## src/rtl/partition_rr_arbiter_pkg.sv

```systemverilog
// Shared types for the partition round-robin arbiter.
// Tuple bundle, FSM states and field widths.
package phj_pkg;

    localparam int TAG_W    = 32;
    localparam int SERIAL_W = 64;
    localparam int DATA_W   = 64;

    typedef enum logic [1:0] {
        S_INIT,
        S_WORK,
        S_DONE
    } arb_state_t;

    typedef struct packed {
        logic [DATA_W-1:0]   data;
        logic [TAG_W-1:0]    tag;
        logic [SERIAL_W-1:0] serialnum;
        logic                was_joined;
    } tuple_t;

endpackage

```

## src/rtl/partition_rr_arbiter_if.sv

```systemverilog
// Lane/output bundle for partition_rr_arbiter.
// PHJ_ARB_STATS_EN adds per-lane grant counters.
interface partition_rr_arbiter_if
    import phj_pkg::*;
#(
    parameter int INPUT_SIZE = 64,
    parameter int NUM_IN     = 4
) ();

    logic [NUM_IN-1:0]            in_valid;
    logic [NUM_IN-1:0]            in_ready;
    logic [NUM_IN*INPUT_SIZE-1:0] in_data;
    logic [NUM_IN*TAG_W-1:0]      in_tag;
    logic [NUM_IN*SERIAL_W-1:0]   in_serialnum;
    logic [NUM_IN-1:0]            in_was_joined;
    logic [NUM_IN-1:0]            in_last_processed;
    logic                         ready_4_output;
    logic                         out_valid;
    logic [INPUT_SIZE-1:0]        out_data;
    logic [TAG_W-1:0]             out_tag;
    logic [SERIAL_W-1:0]          out_serialnum;
    logic                         out_was_joined;
    logic                         out_last_processed;
    logic                         busy;
`ifdef PHJ_ARB_STATS_EN
    logic [NUM_IN-1:0][31:0]      grant_count;
`endif

    modport slave (
        input  in_valid, in_data, in_tag, in_serialnum,
        input  in_was_joined, in_last_processed, ready_4_output,
        output in_ready, out_valid, out_data, out_tag,
        output out_serialnum, out_was_joined,
        output out_last_processed, busy
`ifdef PHJ_ARB_STATS_EN
        , output grant_count
`endif
    );

    modport master (
        output in_valid, in_data, in_tag, in_serialnum,
        output in_was_joined, in_last_processed, ready_4_output,
        input  in_ready, out_valid, out_data, out_tag,
        input  out_serialnum, out_was_joined,
        input  out_last_processed, busy
`ifdef PHJ_ARB_STATS_EN
        , input grant_count
`endif
    );

endinterface

```

## src/rtl/partition_rr_arbiter_rr_pick.sv

```systemverilog
// Combinational round-robin picker: first request at or
// after ptr, found by priority-encoding a rotated copy.
module rr_pick #(
    parameter int N = 4
) (
    input  logic [N-1:0]         req,
    input  logic [$clog2(N)-1:0] ptr,
    output logic [N-1:0]         grant,
    output logic [$clog2(N)-1:0] index,
    output logic                 any
);

    localparam int IW = $clog2(N);

    logic [2*N-1:0] dbl;
    logic [N-1:0]   win;
    logic [IW:0]    off;
    logic [IW:0]    pos;

    // rotate so ptr lands at bit 0, take lowest set bit, unrotate
    always_comb begin
        dbl = {req, req};
        win = N'(dbl >> ptr);
        any = |req;
        off = '0;
        for (int k = N - 1; k >= 0; k--) begin
            if (win[k]) off = (IW+1)'(k);
        end
        pos = {1'b0, ptr} + off;
        if (pos >= (IW+1)'(N)) pos = pos - (IW+1)'(N);
        index = pos[IW-1:0];
        grant = any ? (N'(1) << index) : '0;
    end

endmodule

```

## src/rtl/partition_rr_arbiter.sv

```systemverilog
// Round-robin merge of NUM_IN tuple lanes, partition-filtered.
// Optional macro PHJ_ARB_STATS_EN adds grant_count outputs.
module partition_rr_arbiter
    import phj_pkg::*;
#(
    parameter int INPUT_SIZE = 64,
    parameter int NUM_IN     = 4,
    parameter int PART_BITS  = 1,
    parameter int PART_LSB   = 0,
    parameter logic [PART_BITS-1:0] ID = '0
) (
    input  logic clk,
    input  logic reset,
    partition_rr_arbiter_if.slave bus
);

    localparam int IW = $clog2(NUM_IN);

    arb_state_t        state_q, state_d;
    logic [IW-1:0]     ptr_q, ptr_d;
    tuple_t            out_q, out_d;
    logic              ov_q, ov_d;

    logic [NUM_IN-1:0] req;
    logic [NUM_IN-1:0] grant;
    logic [NUM_IN-1:0] lane_done;
    logic [NUM_IN-1:0] in_ready;
    logic [IW-1:0]     idx;
    logic              any;
    logic              adv;
    logic              work;
    tuple_t            sel;

    // per-lane request (partition match) and end-of-stream status
    always_comb begin
        req       = '0;
        lane_done = '0;
        for (int i = 0; i < NUM_IN; i++) begin
            req[i] = bus.in_valid[i] &
                (bus.in_tag[i*TAG_W + PART_LSB +: PART_BITS] == ID);
            lane_done[i] = ~bus.in_valid[i] & bus.in_last_processed[i];
        end
    end

    rr_pick #(.N(NUM_IN)) u_pick (
        .req   (req),
        .ptr   (ptr_q),
        .grant (grant),
        .index (idx),
        .any   (any)
    );

    // one-hot mux of the granted lane's fields
    always_comb begin
        sel = '0;
        for (int i = 0; i < NUM_IN; i++) begin
            if (grant[i]) begin
                sel.data       = sel.data |
                    bus.in_data[i*INPUT_SIZE +: INPUT_SIZE];
                sel.tag        = sel.tag |
                    bus.in_tag[i*TAG_W +: TAG_W];
                sel.serialnum  = sel.serialnum |
                    bus.in_serialnum[i*SERIAL_W +: SERIAL_W];
                sel.was_joined = sel.was_joined |
                    bus.in_was_joined[i];
            end
        end
    end

    assign adv      = bus.ready_4_output | ~ov_q;
    assign work     = (state_q == S_WORK);
    assign in_ready = (adv & work) ? grant : '0;

    // next-state: load on grant, empty on idle advance, detect end
    always_comb begin
        state_d = state_q;
        ptr_d   = ptr_q;
        out_d   = out_q;
        ov_d    = ov_q;
        unique case (state_q)
            S_INIT: state_d = S_WORK;
            S_WORK: begin
                if (adv) begin
                    ov_d = any;
                    if (any) begin
                        out_d = sel;
                        ptr_d = (idx == IW'(NUM_IN - 1)) ?
                            '0 : idx + IW'(1);
                    end
                end
                if ((&lane_done) && adv) state_d = S_DONE;
            end
            S_DONE: state_d = S_DONE;
            default: state_d = S_INIT;
        endcase
    end

    // state, pointer and output register
    always_ff @(posedge clk or posedge reset) begin
        if (reset) begin
            state_q <= S_INIT;
            ptr_q   <= '0;
            out_q   <= '0;
            ov_q    <= 1'b0;
        end else begin
            state_q <= state_d;
            ptr_q   <= ptr_d;
            out_q   <= out_d;
            ov_q    <= ov_d;
        end
    end

    assign bus.in_ready           = in_ready;
    assign bus.out_valid          = ov_q;
    assign bus.out_data           = out_q.data;
    assign bus.out_tag            = out_q.tag;
    assign bus.out_serialnum      = out_q.serialnum;
    assign bus.out_was_joined     = out_q.was_joined;
    assign bus.out_last_processed = (state_q == S_DONE);
    assign bus.busy               = work;

`ifdef PHJ_ARB_STATS_EN
    logic [NUM_IN-1:0][31:0] gc_q;

    // per-lane handshake counters, frozen once the stream ends
    always_ff @(posedge clk or posedge reset) begin
        if (reset) begin
            gc_q <= '0;
        end else if (state_q != S_DONE) begin
            for (int i = 0; i < NUM_IN; i++) begin
                if (bus.in_valid[i] & in_ready[i])
                    gc_q[i] <= gc_q[i] + 32'd1;
            end
        end
    end

    assign bus.grant_count = gc_q;
`endif

endmodule
```

## src/flat_wrapper.sv

```systemverilog
// flat-port wrapper written by rule: the top's interface ports become plain ports
module partition_rr_arbiter_flat import phj_pkg::*;
#(
    parameter int INPUT_SIZE = 64,
    parameter int NUM_IN     = 4,
    parameter int PART_BITS  = 1,
    parameter int PART_LSB   = 0,
    parameter logic [PART_BITS-1:0] ID = '0
)
  (clk, reset, bus_in_valid, bus_in_data, bus_in_tag, bus_in_serialnum, bus_in_was_joined, bus_in_last_processed, bus_ready_4_output, bus_in_ready, bus_out_valid, bus_out_data, bus_out_tag, bus_out_serialnum, bus_out_was_joined, bus_out_last_processed, bus_busy);
  partition_rr_arbiter_if #(.INPUT_SIZE(INPUT_SIZE), .NUM_IN(NUM_IN)) bus_i ();
  input  logic clk;
  input  logic reset;
  input wire logic [$bits(bus_i.in_valid)-1:0] bus_in_valid;
  input wire logic [$bits(bus_i.in_data)-1:0] bus_in_data;
  input wire logic [$bits(bus_i.in_tag)-1:0] bus_in_tag;
  input wire logic [$bits(bus_i.in_serialnum)-1:0] bus_in_serialnum;
  input wire logic [$bits(bus_i.in_was_joined)-1:0] bus_in_was_joined;
  input wire logic [$bits(bus_i.in_last_processed)-1:0] bus_in_last_processed;
  input wire logic [$bits(bus_i.ready_4_output)-1:0] bus_ready_4_output;
  output wire logic [$bits(bus_i.in_ready)-1:0] bus_in_ready;
  output wire logic [$bits(bus_i.out_valid)-1:0] bus_out_valid;
  output wire logic [$bits(bus_i.out_data)-1:0] bus_out_data;
  output wire logic [$bits(bus_i.out_tag)-1:0] bus_out_tag;
  output wire logic [$bits(bus_i.out_serialnum)-1:0] bus_out_serialnum;
  output wire logic [$bits(bus_i.out_was_joined)-1:0] bus_out_was_joined;
  output wire logic [$bits(bus_i.out_last_processed)-1:0] bus_out_last_processed;
  output wire logic [$bits(bus_i.busy)-1:0] bus_busy;
  assign bus_i.in_valid = bus_in_valid;
  assign bus_i.in_data = bus_in_data;
  assign bus_i.in_tag = bus_in_tag;
  assign bus_i.in_serialnum = bus_in_serialnum;
  assign bus_i.in_was_joined = bus_in_was_joined;
  assign bus_i.in_last_processed = bus_in_last_processed;
  assign bus_i.ready_4_output = bus_ready_4_output;
  assign bus_in_ready = bus_i.in_ready;
  assign bus_out_valid = bus_i.out_valid;
  assign bus_out_data = bus_i.out_data;
  assign bus_out_tag = bus_i.out_tag;
  assign bus_out_serialnum = bus_i.out_serialnum;
  assign bus_out_was_joined = bus_i.out_was_joined;
  assign bus_out_last_processed = bus_i.out_last_processed;
  assign bus_busy = bus_i.busy;
  partition_rr_arbiter #(.INPUT_SIZE(INPUT_SIZE), .NUM_IN(NUM_IN), .PART_BITS(PART_BITS), .PART_LSB(PART_LSB), .ID(ID)) u_core (.clk(clk), .reset(reset), .bus(bus_i));
endmodule
```

## config.mk

```make
export PLATFORM = sky130hd
export DESIGN_NAME = partition_rr_arbiter_flat
export DESIGN_NICKNAME = d
export VERILOG_FILES = /design/src/rtl/partition_rr_arbiter_pkg.sv /design/src/rtl/partition_rr_arbiter_if.sv /design/src/rtl/partition_rr_arbiter_rr_pick.sv /design/src/rtl/partition_rr_arbiter.sv /design/src/flat_wrapper.sv
export SDC_FILE = /design/constraint.sdc
export NUM_CORES = 1
export LEC_CHECK = 0
export ABC_CLOCK_PERIOD_IN_PS = 9200
export CAP_MARGIN = 25
export CORE_AREA = 3 3 323 325
export DETAILED_ROUTE_END_ITERATION = 8
export DIE_AREA = 0 0 326 328
export PLACE_DENSITY = 0.41
export SYNTH_ARGS = -nofsm -noshare
export SYNTH_HDL_FRONTEND = slang
export SYNTH_SLANG_ARGS = --single-unit
export TNS_END_PERCENT = 50
```

## constraint.sdc

```tcl
create_clock -name clk -period 9.2 [get_ports clk]
set_input_delay 2.76 -clock clk [delete_from_list [all_inputs] [get_ports clk]]
set_output_delay 2.76 -clock clk [all_outputs]
set_load 0.01 [all_outputs]
```

==> flow_summary_export.csv <==
group,metric,value,unit
outcome,status,"finished clean",
grt,use_met3,3.08,%
finish,multi_input_area,5760,µm²
power_and_ir_drop,p_sw_share,45.7,%
clock_network,cts_made_buffers,17,
setup_path,reg2reg_to,"u_core.bus.out_tag[26]$_DFFE_PP0P_",
floorplanning,die_x,326,µm
finish,finalNetCount,2394,
finish,fin_cells,3114,
sta,fmax,118,MHz
setup_path,crit_start,"bus_in_valid[0]",
detailed_routing,ant_nets,0,
setup_path,worstRegToRegCells,10,
floorplanning,dieArea,107000,µm²
floorplanning,start_util,10.3,%
setup_path,crit_family,"buffers and inverters",
synth,mappedNetlistArea,10400,µm²
finish,fin_util,20.3,%
min_path,holdCritPathClass,"reg -> reg",
sta,layout_setup_ws,733,ps
finish,syn_to_final_growth,98.5,%
clock_network,cts-resized-gates,0,
grt,grt_pass1_vias,12893,
clock_network,cts_hold_buffers,0,
synth,ys_types,36,
clock_network,clock-root-buffer,"clkbuf_16",
power_and_ir_drop,switchingPower,0.00325,W
synth,syn_inst,980,
synth,syn_avg_cell_area,10.6,µm²
synth,synth_nets,1643,
setup_path,path_cells,"clkdlybuf4s50_1, nor2b_1, nor3_1, a311oi_1, o21ai_0, ha_1, xnor2_1, ha_4, and2_1, clkdlybuf4s50_1",
power_and_ir_drop,powerDensity,343,nW/µm²
clock_network,clk_pin_slew_worst_paths,70,ps
setup_path,start_kind,"input pin",
synth,yosysSeqAreaShare,39.8,%
grt,grt_pass1_wl,89.6,mm
placed_design,place_area,20000,µm²
sta,finClkSkew,14.7,ps
placed_design,dpl.hpwl,51.0,mm
setup_path,critical_path_class,"in -> out",
sta,finalCriticalPeriod,8470,ps
grt,gr-max-usage-layer,"met2",
floorplanning,coreArea,102000,µm²
placed_design,io_buffer_count,822,
placed_design,post-place-ws,754,ps
grt,grt_usage,11.4,%
sta,grt_setup_unrepaired,"no",
sta,finalCritPeriodShare,92.0,%
sta,setup_tns,0,ps
grt,grt_antenna_before_repair,6,
floorplanning,fp.dieH,328,µm
power_and_ir_drop,p_int,0.00386,W
finish,final_common_cell,"clkdlybuf4s50_1",
floorplanning,rows,117,
sta,finalSetupViolCount,0,
job,maxCapViolations,0,
power_and_ir_drop,combPwrFrac,69.6,%
finish,final_layout_size_suffix_gt1_share,12.6,%
power_and_ir_drop,clockPowerShare,12.2,%
finish,num-fill-cells,11150,
setup_path,worstPathRequired,6440,ps
power_and_ir_drop,p_leak,7.69,nW
detailed_routing,wl_per_cell,20.4,µm
detailed_routing,num_vias,11810,
power_and_ir_drop,pwr-share-seq,18.2,%
setup_path,worstReg2RegStart,"u_core.ptr_q[0]$_DFFE_PP0P_",
placed_design,dp.cells,3080,
grt,grt_max_degree,96,
finish,layout_common_cells,"822 x clkdlybuf4s50_1, 167 x nand2_1, 166 x dfrtp_1",
sta,drv_slew,0,
finish,stdcell_area,20700,µm²
clock_network,cts.sink_count,166,
power_and_ir_drop,peakVddDrop,0.201,mV
setup_path,crit_arrival,5710,ps
detailed_routing,avgViaCountPerCell,3.79,
detailed_routing,wl,63.6,mm
detailed_routing,drt_pass1_iterations,9,
floorplanning,ios,823,
clock_network,post-cts-setup-buffer-count,0,
clock_network,max-clock-path-buffers,2,
sta,hold_viol_final,0,
setup_path,path_depth,10,
setup_path,worstPathMaxFanout,6,
grt,grtUsageMet1,13.2,%
setup_path,cp.buffers_inverters,2,
placed_design,gp_congestion,0.905,
detailed_routing,drcViolationCount,0,
setup_path,endpoint,"bus_in_ready[1]",
grt,grt_util_met2,19.8,%
sta,worst_pin_slew,1030,ps
setup_path,end_kind,"primary output",
clock_network,htreeDepth,4,
detailed_routing,drt-initial-drc-count,1187,
grt,overflow,0,
setup_path,crit_path_max_incr_delay,580,ps
setup_path,path_common_cell,"clkdlybuf4s50_1",
setup_path,slowest_stage,"clkdlybuf4s50_1",
synth,ys_warn_count,0,
finish,ff_latch_area,4150,µm²
clock_network,clock_latency,490,ps
synth,ys_ff_latch,166,
clock_network,cts_tree,"built",
sta,slew_headroom,31.1,%
setup_path,r2r_slack,5080,ps
## flip-flops by register name (all words and copies together) (netlist names)
signal                     flops
u_core.bus.out_was_joined      1
u_core.bus.out_serialnum      64
u_core.bus.out_data           64
u_core.bus.out_tag            32
u_core.ptr_q                   2
u_core.state_q                 2
u_core.bus.out_valid           1
## metrics by stage
step / hold slack [ps] / power (W)
floorplan: 529 / 0.00414
global placement: 475 / 0.00631
detailed placement: 492 / 0.00634
CTS: 514 / 0.00728
global route: 526 / 0.00764
finish: 511 / 0.00711
## worst min path at each step
| stage | start | endpoint | slack (ps) | depth (start not counted) |
|---|---|---|---|---|
| 3_5_place_dp | u_core.bus.out_data[40]$_DFFE_PP0P_ | u_core.bus.out_data[40]$_DFFE_PP0P_ | 490 | 1 |
| 4_1_cts | u_core.bus.out_serialnum[60]$_DFFE_PP0P_ | u_core.bus.out_serialnum[60]$_DFFE_PP0P_ | 510 | 1 |
| 5_1_grt | u_core.bus.out_data[42]$_DFFE_PP0P_ | u_core.bus.out_data[42]$_DFFE_PP0P_ | 530 | 1 |
| 2_1_floorplan | u_core.bus.out_data[4]$_DFFE_PP0P_ | u_core.bus.out_data[4]$_DFFE_PP0P_ | 530 | 1 |
| 6_report | u_core.bus.out_serialnum[30]$_DFFE_PP0P_ | u_core.bus.out_serialnum[30]$_DFFE_PP0P_ | 510 | 1 |
| 3_3_place_gp | u_core.bus.out_data[4]$_DFFE_PP0P_ | u_core.bus.out_data[4]$_DFFE_PP0P_ | 480 | 1 |
## power by group through the flow
stage / combinational [W] / sequential (W) / clock, W
6_report: 0.00495 / 0.00129 / 0.000866
5_1_grt: 0.00536 / 0.00134 / 0.000939
4_1_cts: 0.00506 / 0.00130 / 0.000918
3_5_place_dp: 0.00503 / 0.00131 / 0
3_3_place_gp: 0.00501 / 0.00130 / 0
2_1_floorplan: 0.00274 / 0.00140 / 0
## cells by family (layout without fill, tap and decap cells)
| kind of cell | Yosys count | in the layout | synth area share, % |
|---|---|---|---|
| flops | 166 | 166 | 39.8 |
| mux | 162 | 162 | 22.0 |
| simple gates | 192 | 192 | 7.58 |
| fa+ha+maj | 8 | 8 | 0.960 |
| xor+xnor | 2 | 2 | 0.168 |
| compound gates | 336 | 336 | 24.1 |
| other cells | 0 | 2 | 0 |
| buf+inv | 114 | 878 | 5.43 |
## worst reg2reg max path, stage by stage, from the launching register on
cell and delay, ps:
dfrtp_1 480, o311a_1 400, o21ai_0 210, ha_1 230, xor2_1 410, ha_4 210, buf_4 440, buf_4 690
a222oi_1 370, o21ai_0 400, mux2_4 230
## routing by layer
metal / routed length (µm) / share of wire, % / vias to the layer above
met3: 4620 / 7.3 / 63
met4: 1820 / 2.9 / 2
met2: 31900 / 50 / 622
met5: 11 / 0.017 / -
li1: - / - / 5375
met1: 25300 / 40 / 5748
## area by class of cell
type / instances / share of cell area [%]
multi-input cells: 700 / 27.8
diodes: 2 / 0.0242
clock buffers: 18 / 2.12
clock inverters: 14 / 1.12
repair buffers: 842 / 40.5
inverters: 4 / 0.109
well taps: 1368 / 8.27
flip-flops and latches: 166 / 20.1
## synth_stat cells (all sizes together)
library cell / count / area, µm²
nand2b: 4 / 25.0
xor2: 1 / 8.76
a222oi: 161 / 1610
a21oi: 3 / 15.0
nor2: 4 / 22.5
and4b: 1 / 10.0
inv: 4 / 15.0
nand2: 167 / 627
a21o: 1 / 7.51
and2: 4 / 25.0
o311a: 1 / 10.0
nor3: 4 / 31.3
a22oi: 1 / 7.51
nand3: 2 / 10.0
xnor2: 1 / 8.76
buf: 27 / 235
o41ai: 1 / 8.76
mux2: 162 / 2290
dfrtp: 166 / 4150
o31ai: 1 / 7.51
o21ai: 165 / 826
ha: 8 / 100
clkbuf: 83 / 317
a311oi: 1 / 8.76
or3: 1 / 6.26
nor2b: 4 / 25.0
a2111oi: 1 / 8.76
nor4b: 1 / 8.76
Power figures use the tool's default switching activity.
